==> src/rtl/csr_file.sv <==
// Machine-mode CSR file: serves CSRRW/CSRRS/CSRRC over a req/rsp handshake,
// holds trap state and the mcycle/minstret counters, exports mtvec/mepc/MIE.
module csr_file #(
    parameter int              XLEN      = 32,
    parameter logic [XLEN-1:0] HARTID    = '0,
    parameter logic [XLEN-1:0] MISA_VAL  = 32'h4000_0100,
    parameter logic [XLEN-1:0] MTVEC_RST = '0
) (
    input  logic            clk,
    input  logic            rst,
    input  logic            csr_req_valid_i,
    output logic            csr_req_ready_o,
    input  logic [11:0]     csr_req_addr_i,
    input  logic [1:0]      csr_req_op_i,
    input  logic            csr_req_wen_i,
    input  logic [XLEN-1:0] csr_req_wdata_i,
    output logic            csr_rsp_valid_o,
    input  logic            csr_rsp_ready_i,
    output logic [XLEN-1:0] csr_rsp_rdata_o,
    output logic            csr_rsp_illegal_o,
    input  logic [1:0]      retire_i,
    input  logic            trap_valid_i,
    input  logic [XLEN-1:0] trap_pc_i,
    input  logic [XLEN-1:0] trap_cause_i,
    input  logic [XLEN-1:0] trap_tval_i,
    input  logic            mret_i,
    output logic [XLEN-1:0] mtvec_o,
    output logic [XLEN-1:0] mepc_o,
    output logic            mie_o
);

    localparam logic [11:0] A_MSTATUS  = 12'h300;
    localparam logic [11:0] A_MISA     = 12'h301;
    localparam logic [11:0] A_MIE      = 12'h304;
    localparam logic [11:0] A_MTVEC    = 12'h305;
    localparam logic [11:0] A_MSCRATCH = 12'h340;
    localparam logic [11:0] A_MEPC     = 12'h341;
    localparam logic [11:0] A_MCAUSE   = 12'h342;
    localparam logic [11:0] A_MTVAL    = 12'h343;
    localparam logic [11:0] A_MIP      = 12'h344;
    localparam logic [11:0] A_MCYCLE   = 12'hB00;
    localparam logic [11:0] A_MINSTRET = 12'hB02;
    localparam logic [11:0] A_CYCLE    = 12'hC00;
    localparam logic [11:0] A_INSTRET  = 12'hC02;
    localparam logic [11:0] A_MHARTID  = 12'hF14;
    localparam logic [XLEN-1:0] ALIGN_MASK = ~XLEN'(3);

    typedef enum logic {S_IDLE, S_RESP} state_t;

    state_t          state_q;
    logic            mie_q, mpie_q;
    logic [XLEN-1:0] mie_reg_q, mtvec_q, mscratch_q, mepc_q, mcause_q, mtval_q;
    logic [XLEN-1:0] mcycle_q, minstret_q;
    logic [XLEN-1:0] mstatus_rd, old_val, new_val, ret_inc;
    logic            impl, wr_attempt, illegal, accept, do_write;
    logic [1:0]      ret_sat;

    assign mstatus_rd = {{(XLEN-8){1'b0}}, mpie_q, 3'b000, mie_q, 3'b000};

    always_comb begin
        impl    = 1'b1;
        old_val = '0;
        case (csr_req_addr_i)
            A_MSTATUS:           old_val = mstatus_rd;
            A_MISA:              old_val = MISA_VAL;
            A_MIE:               old_val = mie_reg_q;
            A_MTVEC:             old_val = mtvec_q;
            A_MSCRATCH:          old_val = mscratch_q;
            A_MEPC:              old_val = mepc_q;
            A_MCAUSE:            old_val = mcause_q;
            A_MTVAL:             old_val = mtval_q;
            A_MIP:               old_val = '0;
            A_MHARTID:           old_val = HARTID;
            A_MCYCLE, A_CYCLE:   old_val = mcycle_q;
            A_MINSTRET, A_INSTRET: old_val = minstret_q;
            default:             impl    = 1'b0;
        endcase
    end

    always_comb begin
        case (csr_req_op_i)
            2'b01:   new_val = csr_req_wdata_i;
            2'b10:   new_val = old_val | csr_req_wdata_i;
            2'b11:   new_val = old_val & ~csr_req_wdata_i;
            default: new_val = old_val;
        endcase
    end

    // Writes to the read-only space (addr[11:10]==11) are illegal even if the CSR exists
    assign wr_attempt = csr_req_wen_i && (csr_req_op_i != 2'b00);
    assign illegal    = !impl || (wr_attempt && (csr_req_addr_i[11:10] == 2'b11));
    assign accept     = csr_req_valid_i && csr_req_ready_o;
    assign do_write   = accept && wr_attempt && !illegal;
    assign ret_sat    = (retire_i == 2'd3) ? 2'd2 : retire_i;
    assign ret_inc    = {{(XLEN-2){1'b0}}, ret_sat};

    always_ff @(posedge clk or posedge rst) begin
        if (rst) begin
            state_q           <= S_IDLE;
            csr_req_ready_o   <= 1'b1;
            csr_rsp_valid_o   <= 1'b0;
            csr_rsp_rdata_o   <= '0;
            csr_rsp_illegal_o <= 1'b0;
        end else begin
            case (state_q)
                S_IDLE: begin
                    if (accept) begin
                        state_q           <= S_RESP;
                        csr_req_ready_o   <= 1'b0;
                        csr_rsp_valid_o   <= 1'b1;
                        csr_rsp_rdata_o   <= illegal ? '0 : old_val;
                        csr_rsp_illegal_o <= illegal;
                    end
                end
                S_RESP: begin
                    if (csr_rsp_ready_i) begin
                        state_q         <= S_IDLE;
                        csr_req_ready_o <= 1'b1;
                        csr_rsp_valid_o <= 1'b0;
                    end
                end
                default: state_q <= S_IDLE;
            endcase
        end
    end

    // Later assignments win: counter increment < CSR write < trap/mret
    always_ff @(posedge clk or posedge rst) begin
        if (rst) begin
            mie_q      <= 1'b0;
            mpie_q     <= 1'b0;
            mie_reg_q  <= '0;
            mtvec_q    <= MTVEC_RST & ALIGN_MASK;
            mscratch_q <= '0;
            mepc_q     <= '0;
            mcause_q   <= '0;
            mtval_q    <= '0;
            mcycle_q   <= '0;
            minstret_q <= '0;
        end else begin
            mcycle_q   <= mcycle_q + XLEN'(1);
            minstret_q <= minstret_q + ret_inc;
            if (do_write) begin
                case (csr_req_addr_i)
                    A_MSTATUS: begin
                        mie_q  <= new_val[3];
                        mpie_q <= new_val[7];
                    end
                    A_MIE:      mie_reg_q  <= new_val;
                    A_MTVEC:    mtvec_q    <= new_val & ALIGN_MASK;
                    A_MSCRATCH: mscratch_q <= new_val;
                    A_MEPC:     mepc_q     <= new_val & ALIGN_MASK;
                    A_MCAUSE:   mcause_q   <= new_val;
                    A_MTVAL:    mtval_q    <= new_val;
                    A_MCYCLE:   mcycle_q   <= new_val;
                    A_MINSTRET: minstret_q <= new_val;
                    default: ;
                endcase
            end
            if (trap_valid_i) begin
                mepc_q   <= trap_pc_i & ALIGN_MASK;
                mcause_q <= trap_cause_i;
                mtval_q  <= trap_tval_i;
                mpie_q   <= mie_q;
                mie_q    <= 1'b0;
            end else if (mret_i) begin
                mie_q  <= mpie_q;
                mpie_q <= 1'b1;
            end
        end
    end

    assign mtvec_o = mtvec_q;
    assign mepc_o  = mepc_q;
    assign mie_o   = mie_q;

endmodule

==> config.mk <==
export PLATFORM = sky130hd
export DESIGN_NAME = csr_file
export DESIGN_NICKNAME = d
export VERILOG_FILES = /design/src/rtl/csr_file.sv
export SDC_FILE = /design/constraint.sdc
export NUM_CORES = 1
export LEC_CHECK = 0
export CAP_MARGIN = 40
export CELL_PAD_IN_SITES_DETAIL_PLACEMENT = 1
export CELL_PAD_IN_SITES_GLOBAL_PLACEMENT = 1
export CORE_MARGIN = 2
export CORE_UTILIZATION = 41
export CTS_CLUSTER_DIAMETER = 60
export CTS_CLUSTER_SIZE = 30
export DETAILED_ROUTE_END_ITERATION = 6
export PLACE_DENSITY_LB_ADDON = 0.1
export SYNTH_ARGS = -nofsm -noshare
export SYNTH_HDL_FRONTEND = slang
export SYNTH_SLANG_ARGS = --single-unit
==> constraint.sdc <==
create_clock -name clk -period 18.2 [get_ports clk]
set_clock_uncertainty 0.05 [all_clocks]
set_input_delay 1.82 -clock clk [delete_from_list [all_inputs] [get_ports clk]]
set_output_delay 1.82 -clock clk [all_outputs]
set_load 0.01 [all_outputs]
==> metrics.csv, run 1 <==
stage,metric,value,unit
floorplanning,die_h,205,um
timing,maxSlewHeadroom,36.3,%
clock_tree,ctsLongestPathBuffers,3,
cells_and_area,fillCellCount,4545,
clock_tree,htree_levels,1,
detailed_routing,avgViaCountPerCell,6.19,
critical_path,critPathBufInv,2,
floorplanning,ioPinCount,251,
run,max_cap_violations,0,
floorplanning,die-width,205,um
clock_tree,clk_pin_slew_worst_paths,0.07,ns
cells_and_area,areaGrowthSynthToFinish,24.4,%
grt,antenna_found_initial,0,
critical_path,r2r_cells,6,
floorplanning,die_area,0.0422,mm^2
cells_and_area,multi_input_comb_area,0.00864,mm^2
cells_and_area,drive_above_1_share,9.05,%
timing,hold_slack,0.427,ns
timing,fmax,189,MHz
critical_path,cp.arrival,5.68,ns
power_and_ir_drop,p_leak,8.28,nW
cells_and_area,seq_area,0.00726,mm^2
placed_design,hpwl,51000,um
critical_path,r2r_slack,14.76,ns
critical_path,critPathMaxFanout,55,
timing,hold_viol_final,0,
clock_tree,root_buffer,clkbuf_16,
detailed_routing,drt_iter0_drc,1304,
critical_path,criticalPathCategory,in2reg,
power_and_ir_drop,p_total,1.63,mW
detailed_routing,drtPass1Iterations,7,
status,status,"finished, final reports clean",
worst_hold_path,min_path_type,reg2reg,
clock_tree,post-cts-setup-buffer-count,0,
floorplanning,start_util,41.7,%
grt,grt-ovfl-total,0,
clock_tree,ctsResizeCount,0,
floorplanning,num_rows,73,
placed_design,port_buffers,244,
placed_design,gp_congestion,0.980,
detailed_routing,drt.antenna.violating_nets,0,
critical_path,slowest_delay,0.78,ns
power_and_ir_drop,max-vdd-ir-drop,72.6,uV
grt,grt_pass1_vias,16308,
synth,yosys_warnings,0,
synth,yosysTopAreaCellShare,43.5,%
detailed_routing,drc_errors,0,
timing,worst_pin_slew,0.947,ns
critical_path,critPathRequiredTime,18.60,ns
worst_hold_path,hold_start,csr_rsp_rdata_o[17],
grt,grt_usage,32.9,%
grt,grt_pass1_wl,104000,um
timing,drv_slew,0,
detailed_routing,vias,15917,
grt,grt_max_degree,92,
clock_tree,clk_latency,0.60,ns
synth,synth_area_leader_cell,dfrtp_1,
synth,synthesis.instances,1831,
cells_and_area,nets,2175,
synth,synth.distinct_cells,84,
critical_path,critPathLaunchType,input port,
clock_tree,numCtsBuffers,31,
synth,synthTopCellsByArea,"dfrtp_1, mux2i_1, a21oi_1",
synth,ys_seq_area_share,43.7,%
synth,synth_ff_type,dfrtp_1,
clock_tree,hold_buffers,0,
critical_path,critPathCaptureType,flop,
timing,fin_crit,5.29,ns
critical_path,crit_family,compound AO/OA/AOI/OAI gates,
critical_path,cpMaxStageDelayCell,buf_4,
worst_hold_path,holdPathStages,2,
cells_and_area,fin_util,51.9,%
clock_tree,cts_tree,done,
timing,rsz0062_at_grt,false,
critical_path,regToRegStartpoint,csr_req_ready_o,
timing,tns,0,ns
timing,period_share,29.0,%
critical_path,reg2reg_to,mepc_o[25],
detailed_routing,wl_per_cell,27.1,um
worst_hold_path,hold_end,csr_rsp_rdata_o[17],
timing,setup_violations,0,
floorplanning,core_area,0.0398,mm^2
power_and_ir_drop,powerDensity,78.6,mW/mm^2
critical_path,path_cells,"buf_2, buf_4, or4b_1, nor2_1, a211oi_1, o22ai_1, a22oi_1, o21ai_0",
synth,postSynthAreaPerCell,9.07,um^2
synth,netlist_area,0.0166,mm^2
synth,ys_seq_elements,290,
synth,synth_edf_count,0,
detailed_routing,wl,69600,um
clock_tree,cts_sinks,290,
synth,async_flop_share,100,%
## synthesized netlist by cell type, drive strengths merged, types with 10 or more instances
cell / n
nor4: 16
mux2: 25
clkbuf: 95
o31a: 18
mux2i: 92
a22oi: 29
buf: 48
inv: 41
o21ai: 187
a222oi: 15
o32ai: 13
nand2: 179
a21oi: 164
nor3b: 54
nand4: 19
nor3: 49
a211oi: 26
and3: 23
o31ai: 26
o2bb2ai: 10
xor2: 18
nand3: 34
a31oi: 17
dfrtp: 289
nor2: 148
xnor2: 54
## logic make-up after synthesis
kind of cell | synth area share (%)
multiplexers | 7.24
other | 0.0226
adder cells (fa/ha/maj) | 0.346
buffers and inverters | 4.61
flip-flops | 43.7
AND/OR/NAND/NOR | 17.6
AO/OA/AOI/OAI | 22.7
XOR/XNOR | 3.80
## placed cells by master (no fill, tap or decap), drive strengths merged, types with 34 or more instances in the layout
cell type / netlist / routed
a21oi: 164 / 164
nand2: 179 / 179
inv: 41 / 50
dfrtp: 289 / 289
nor2: 148 / 148
o21ai: 187 / 187
nor3b: 54 / 54
nor3: 49 / 49
nand3: 34 / 34
clkdlybuf4s50: 0 / 239
mux2i: 92 / 92
xnor2: 54 / 54
clkbuf: 95 / 35
buf: 48 / 55
## worst max path at each step
stage | startpoint | end | slack (ns) | cells after the start
after floorplan | rst | csr_rsp_illegal_o | 8.33 | 1
after global placement | csr_req_addr_i[0] | minstret_q[5] | 12.34 | 8
after detailed placement | csr_req_addr_i[0] | mepc_o[25] | 12.33 | 7
after CTS | csr_req_addr_i[4] | mepc_o[25] | 12.96 | 7
after global routing | csr_req_addr_i[5] | mepc_o[5] | 12.75 | 7
final | csr_req_addr_i[1] | mscratch_q[1] | 12.91 | 8
## cell type report
class	count	area share, %
clock inverter	23	1.19
sequential	290	35.1
clock buffer	35	3.92
antenna	1	0.0121
timing repair buffer	296	14.0
tap	525	3.18
inverter	42	0.799
multi-input combinational	1359	41.8
## worst register-to-register path, cell delays in order, from the launching register on
cell and delay [ns]:
dfstp_2 0.62, o2111a_1 0.38, nand2_1 0.29, nor3_2 0.69, buf_4 0.36, nand2b_1 0.50
o31a_1 0.44
## metal layers
layer,routed length (um),vias to the layer above,GRT usage (%)
met1,28800,8080,42.1
li1,-,7087,-
met2,32700,594,54.4
met3,4090,156,4.61
met5,0,-,0
met4,4020,0,16.9
## registers in the layout, indices dropped and copies added, names as in the netlist
name,count
csr_rsp_rdata_o,32
mcause_q,32
mcycle_q,32
mie_reg_q,32
minstret_q,32
mscratch_q,32
mtval_q,32
mepc_o,30
mtvec_o,30
csr_req_ready_o,1
csr_rsp_illegal_o,1
csr_rsp_valid_o,1
mie_o,1
mpie_q,1
state_q,1
## where the power goes
| part | switching (mW) | leakage (nW) | internal (mW) |
|---|---|---|---|
| clock network | 0.310 | 0.514 | 0.360 |
| logic | 0.142 | 3.97 | 0.106 |
| registers | 0.0311 | 3.80 | 0.676 |
## through the flow
step / setup slack (ns) / instance area [um^2] / cells
5_1_grt: 12.75 / 20700 / 2570
3_3_place_gp: 12.34 / 19400 / 2493
2_1_floorplan: 8.33 / 16600 / 1834
4_1_cts: 12.96 / 20700 / 2570
6_report: 12.91 / 20700 / 2571
3_5_place_dp: 12.33 / 19600 / 2512
(Power assumes the default switching activity.)
==> run 2, diff against run 1 <==
Clock period 18.2 ns to 5.3 ns, I/O delays scaled along.
==> metrics.csv, run 2 (synthesis gave the netlist of run 1 again) <==
stage,metric,value,unit
status,status,"finished, final reports clean",
cells_and_area,areaGrowthSynthToFinish,25.9,%
detailed_routing,met3WireLength,4220,um
floorplanning,ioPinCount,251,
critical_path,critPathCaptureType,flop,
critical_path,cpMaxStageDelayCell,clkdlybuf4s50_1,
placed_design,port_buffers,244,
detailed_routing,avgViaCountPerCell,6.14,
timing,maxSlewHeadroom,38.7,%
cells_and_area,fin_util,52.5,%
clock_tree,htree_levels,2,
cells_and_area,nets,2194,
clock_tree,cts_sinks,290,
timing,setup_violations,0,
clock_tree,clk_pin_slew_worst_paths,0.08,ns
detailed_routing,wl_per_cell,27.1,um
detailed_routing,vias,15901,
critical_path,crit_family,compound AO/OA/AOI/OAI gates,
power_and_ir_drop,powerDensity,280,mW/mm^2
cells_and_area,layout_common_cells,"dfrtp_1, clkdlybuf4s50_1, nand2_1",
cells_and_area,diodes,0,
timing,drv_slew,0,
grt,antenna_found_initial,1,
timing,tns,0,ns
critical_path,critPathBufInv,1,
power_and_ir_drop,p_leak,8.41,nW
clock_tree,hold_buffers,0,
floorplanning,die-width,205,um
floorplanning,num_rows,73,
clock_tree,post-cts-setup-buffer-count,0,
clock_tree,ctsLongestPathBuffers,3,
detailed_routing,top_layer_used,met5,
clock_tree,clk_latency,0.56,ns
placed_design,placed_cell_area,0.0197,mm^2
detailed_routing,wl_met1,29200,um
cells_and_area,layout_commonest_cell,dfrtp_1,
clock_tree,ctsResizeCount,0,
timing,rsz0062_at_grt,false,
detailed_routing,wl,70200,um
grt,grt_pass1_vias,16285,
clock_tree,cts_tree,done,
grt,grt_max_degree,130,
detailed_routing,drtPass1Iterations,6,
timing,fin_crit,3.72,ns
grt,grt_pass1_wl,104000,um
timing,period_share,70.1,%
timing,fmax,269,MHz
critical_path,critPathLaunchType,input port,
clock_tree,root_buffer,clkbuf_16,
critical_path,slowest_delay,1.04,ns
grt,grt-ovfl-total,0,
run,max_cap_violations,0,
cells_and_area,stdcell_area,0.0209,mm^2
detailed_routing,drc_errors,0,
placed_design,gp_congestion,0.980,
floorplanning,die_area,0.0422,mm^2
clock_tree,numCtsBuffers,35,
cells_and_area,drive_above_1_share,9.79,%
critical_path,path_cells,"clkdlybuf4s50_1, or4b_2, o22ai_1, a222oi_1, a21oi_1, a211oi_2, o21ai_0",
floorplanning,core_area,0.0398,mm^2
grt,grt_usage,33.3,%
timing,hold_viol_final,0,
detailed_routing,drt_iter0_drc,1201,
critical_path,critPathRequiredTime,5.65,ns
floorplanning,die_h,205,um
critical_path,cp.arrival,4.06,ns
detailed_routing,dr_wl_met2,33200,um
critical_path,critPathMaxFanout,20,
placed_design,hpwl,51300,um
power_and_ir_drop,max-vdd-ir-drop,180,uV
floorplanning,start_util,41.7,%
detailed_routing,drt.antenna.violating_nets,0,
timing,worst_pin_slew,0.920,ns
critical_path,criticalPathCategory,in2reg,
worst_hold_path,min_path_type,in2async,
[run 2: cell count changes in the layout (fill, tap and decap cells not counted), sizes merged]
| cell | before | now |
|---|---|---|
| buf | 55 | 72 |
| clkbuf | 35 | 41 |
| inv | 50 | 47 |
| clkdlybuf4s18 | 2 | 0 |
| bufinv | 2 | 3 |
| clkinv | 10 | 9 |
| clkinvlp | 3 | 4 |
| diode | 1 | 0 |
[run 2: worst register-to-register path, cell delays in order (launching register included)]
cell      delay, ns
dfstp_2        0.61
o2111a_1       0.42
nand2_1        0.25
nor4b_2        0.60
nand2_1        0.52
nor4_1         0.39
o31ai_1        0.11
[run 2: power by group]
part	switching [mW]	internal [mW]	leakage (nW)
sequential	0.103	2.32	3.80
combinational	0.489	0.372	4.03
clock	1.10	1.47	0.585
[run 2: layout make-up]
type,instances,area [um^2]
multi-input combinational,1359,8650
clock inverter,21,260
fill,4557,18900
inverter,42,161
timing repair buffer,311,2990
tap,525,657
sequential,290,7260
clock buffer,41,951
[run 2: path summary, 6_finish.rpt]
kind	startpoint	endpoint	slack (ns)	cells past startpoint
setup / recovery	csr_req_addr_i[3]	mepc_o[20]	1.58	7
min in group clk	csr_rsp_rdata_o[8]	csr_rsp_rdata_o[8]	0.43	1
hold reg to reg	csr_rsp_rdata_o[8]	csr_rsp_rdata_o[8]	0.43	1
setup reg to reg	csr_req_ready_o	mcause_q[3]	2.24	6
max in group asynchronous	rst	mcycle_q[11]	3.64	3
hold / removal	rst	mscratch_q[27]	0.39	2
[run 2: stage by stage]
step                      total power [mW]  hold WS, ns  setup WS [ns]  cells
final                                 5.86        0.387           1.58   2589
after global routing                  6.05        0.424           1.53   2589
after CTS                             5.89        0.387           1.69   2589
after detailed placement              3.32        0.416           1.13   2527
after global placement                3.29        0.405           1.21   2521
after floorplan                       2.89        0.392          0.874   1834
[run 2: layer usage]
layer | GRT usage [%] | vias up
met4 | 16.6 | 2
li1 | - | 7139
met2 | 54.8 | 575
met1 | 42.5 | 8041
met3 | 5.57 | 144
met5 | 0 | -
==> run 3, diff against run 2 <==
Settings changed: CORE_UTILIZATION 41 to 38.
Clock period 5.3 ns to 3.35 ns, I/O delays scaled along.
==> metrics.csv, run 3 (synthesis gave the netlist of run 1 again) <==
stage,metric,value,unit
grt,grt_pass1_wl,110000,um
detailed_routing,drt_iter0_drc,1496,
critical_path,critPathRequiredTime,3.69,ns
placed_design,place_ws,-0.117,ns
detailed_routing,drtPass1Iterations,6,
timing,setup_violations,0,
cells_and_area,drive_above_1_share,15.7,%
critical_path,critPathLaunchType,input port,
floorplanning,num_rows,76,
clock_tree,clk_pin_slew_worst_paths,0.07,ns
detailed_routing,avgViaCountPerCell,5.89,
timing,period_share,87.7,%
critical_path,slowest_delay,0.75,ns
cells_and_area,stdcell_area,0.0223,mm^2
critical_path,r2r_cells,7,
floorplanning,die_area,0.0454,mm^2
clock_tree,numCtsBuffers,36,
detailed_routing,wl_per_cell,26.4,um
run,max_cap_violations,0,
clock_tree,root_buffer,clkbuf_16,
floorplanning,die_h,213,um
floorplanning,core_area,0.0431,mm^2
clock_tree,htree_levels,2,
clock_tree,ctsLongestPathBuffers,3,
cells_and_area,final_cells,2792,
detailed_routing,wl,73700,um
detailed_routing,vias,16436,
detailed_routing,drt.antenna.violating_nets,0,
worst_hold_path,holdPathStages,3,
timing,fmax,340,MHz
critical_path,critPathMaxFanout,10,
timing,rsz0062_at_grt,false,
cells_and_area,nets,2334,
placed_design,gp_congestion,0.976,
placed_design,placed_cell_area,0.0210,mm^2
timing,worst_pin_slew,0.866,ns
timing,maxSlewHeadroom,42.2,%
power_and_ir_drop,p_total,9.51,mW
clock_tree,ctsResizeCount,0,
timing,setup_ws,0.411,ns
grt,grt_max_degree,127,
timing,fin_crit,2.94,ns
timing,hold_viol_final,0,
placed_design,dp_cells,2726,
grt,grt_usage,33.0,%
power_and_ir_drop,max-vdd-ir-drop,312,uV
floorplanning,die-width,213,um
cells_and_area,fillCellCount,4948,
placed_design,port_buffers,244,
power_and_ir_drop,p_leak,9.13,nW
detailed_routing,drc_errors,0,
grt,grt-ovfl-total,0,
floorplanning,start_util,38.6,%
critical_path,cpMaxStageDelayCell,a211oi_2,
critical_path,crit_family,compound AO/OA/AOI/OAI gates,
critical_path,cp.arrival,3.28,ns
placed_design,hpwl,55900,um
clock_tree,cts_sinks,290,
critical_path,critPathCaptureType,flop,
cells_and_area,diodes,0,
status,status,"finished, final reports clean",
power_and_ir_drop,powerDensity,427,mW/mm^2
grt,grt_pass1_vias,17291,
cells_and_area,layout_common_cells,"dfrtp_1, clkdlybuf4s50_1, buf_4",
floorplanning,ioPinCount,251,
critical_path,critPathBufInv,2,
grt,antenna_found_initial,1,
cells_and_area,layout_commonest_cell,dfrtp_1,
critical_path,path_cells,"clkdlybuf4s50_1, buf_4, and4bb_1, and3_1, a222oi_1, a21oi_1, a211oi_2, o21ai_0",
clock_tree,clk_latency,0.58,ns
cells_and_area,fin_util,51.7,%
cells_and_area,areaGrowthSynthToFinish,34.1,%
timing,hold_slack,0.227,ns
critical_path,criticalPathCategory,in2reg,
clock_tree,post-cts-setup-buffer-count,0,
clock_tree,cts_tree,done,
clock_tree,hold_buffers,0,
critical_path,r2r_slack,0.67,ns
timing,tns,0,ns
timing,drv_slew,0,
critical_path,crit_cells,8,
worst_hold_path,min_path_type,in2reg,
run 3: cell types whose count changed in the layout (fill, tap and decap cells not counted), sizes merged:
| cell | before | now |
|---|---|---|
| buf | 72 | 211 |
| clkinvlp | 4 | 9 |
| clkinv | 9 | 7 |
| bufinv | 3 | 4 |
| clkbuf | 41 | 40 |
| inv | 47 | 48 |
run 3: report_power, final:
| part | leakage [nW] | internal, mW | switching, mW |
|---|---|---|---|
| clock network | 0.594 | 2.41 | 1.79 |
| registers | 3.80 | 3.68 | 0.170 |
| logic | 4.74 | 0.660 | 0.800 |
| total | 9.13 | 6.75 | 2.76 |
run 3: layout make-up:
class	instances	area [um^2]	area share, %
tap	585	732	3.29
multi-input combinational	1359	8620	38.7
timing repair buffer	450	4240	19.0
sequential	290	7260	32.6
clock buffer	40	946	4.25
inverter	42	161	0.724
clock inverter	26	317	1.42
run 3: final timing paths:
path	endpoint	from
worst max-delay path	mcause_q[28]	csr_req_addr_i[11]
worst min-delay path	mepc_o[24]	trap_valid_i
worst max register to register	mepc_o[15]	csr_req_ready_o
worst min register to register	csr_rsp_rdata_o[26]	csr_rsp_rdata_o[26]
max in group asynchronous	minstret_q[17]	rst
min in group asynchronous	mtval_q[18]	rst
run 3: worst register-to-register path: stages, from the launching register on:
cell and delay, ns:
dfstp_2 0.58, o2111a_1 0.39, nand2_1 0.33, nor3_2 0.39, buf_12 0.21, nand2b_1 0.16
buf_4 0.25, o21ai_0 0.23
run 3: layer usage:
metal	up-vias	wire (um)	share of wire, %	track usage [%]
li1	7421	-	-	-
met1	8349	31100	42	42.4
met2	516	35400	48	55.3
met3	148	3810	5.2	4.35
met4	2	3340	4.5	14.9
met5	-	11	0.015	0
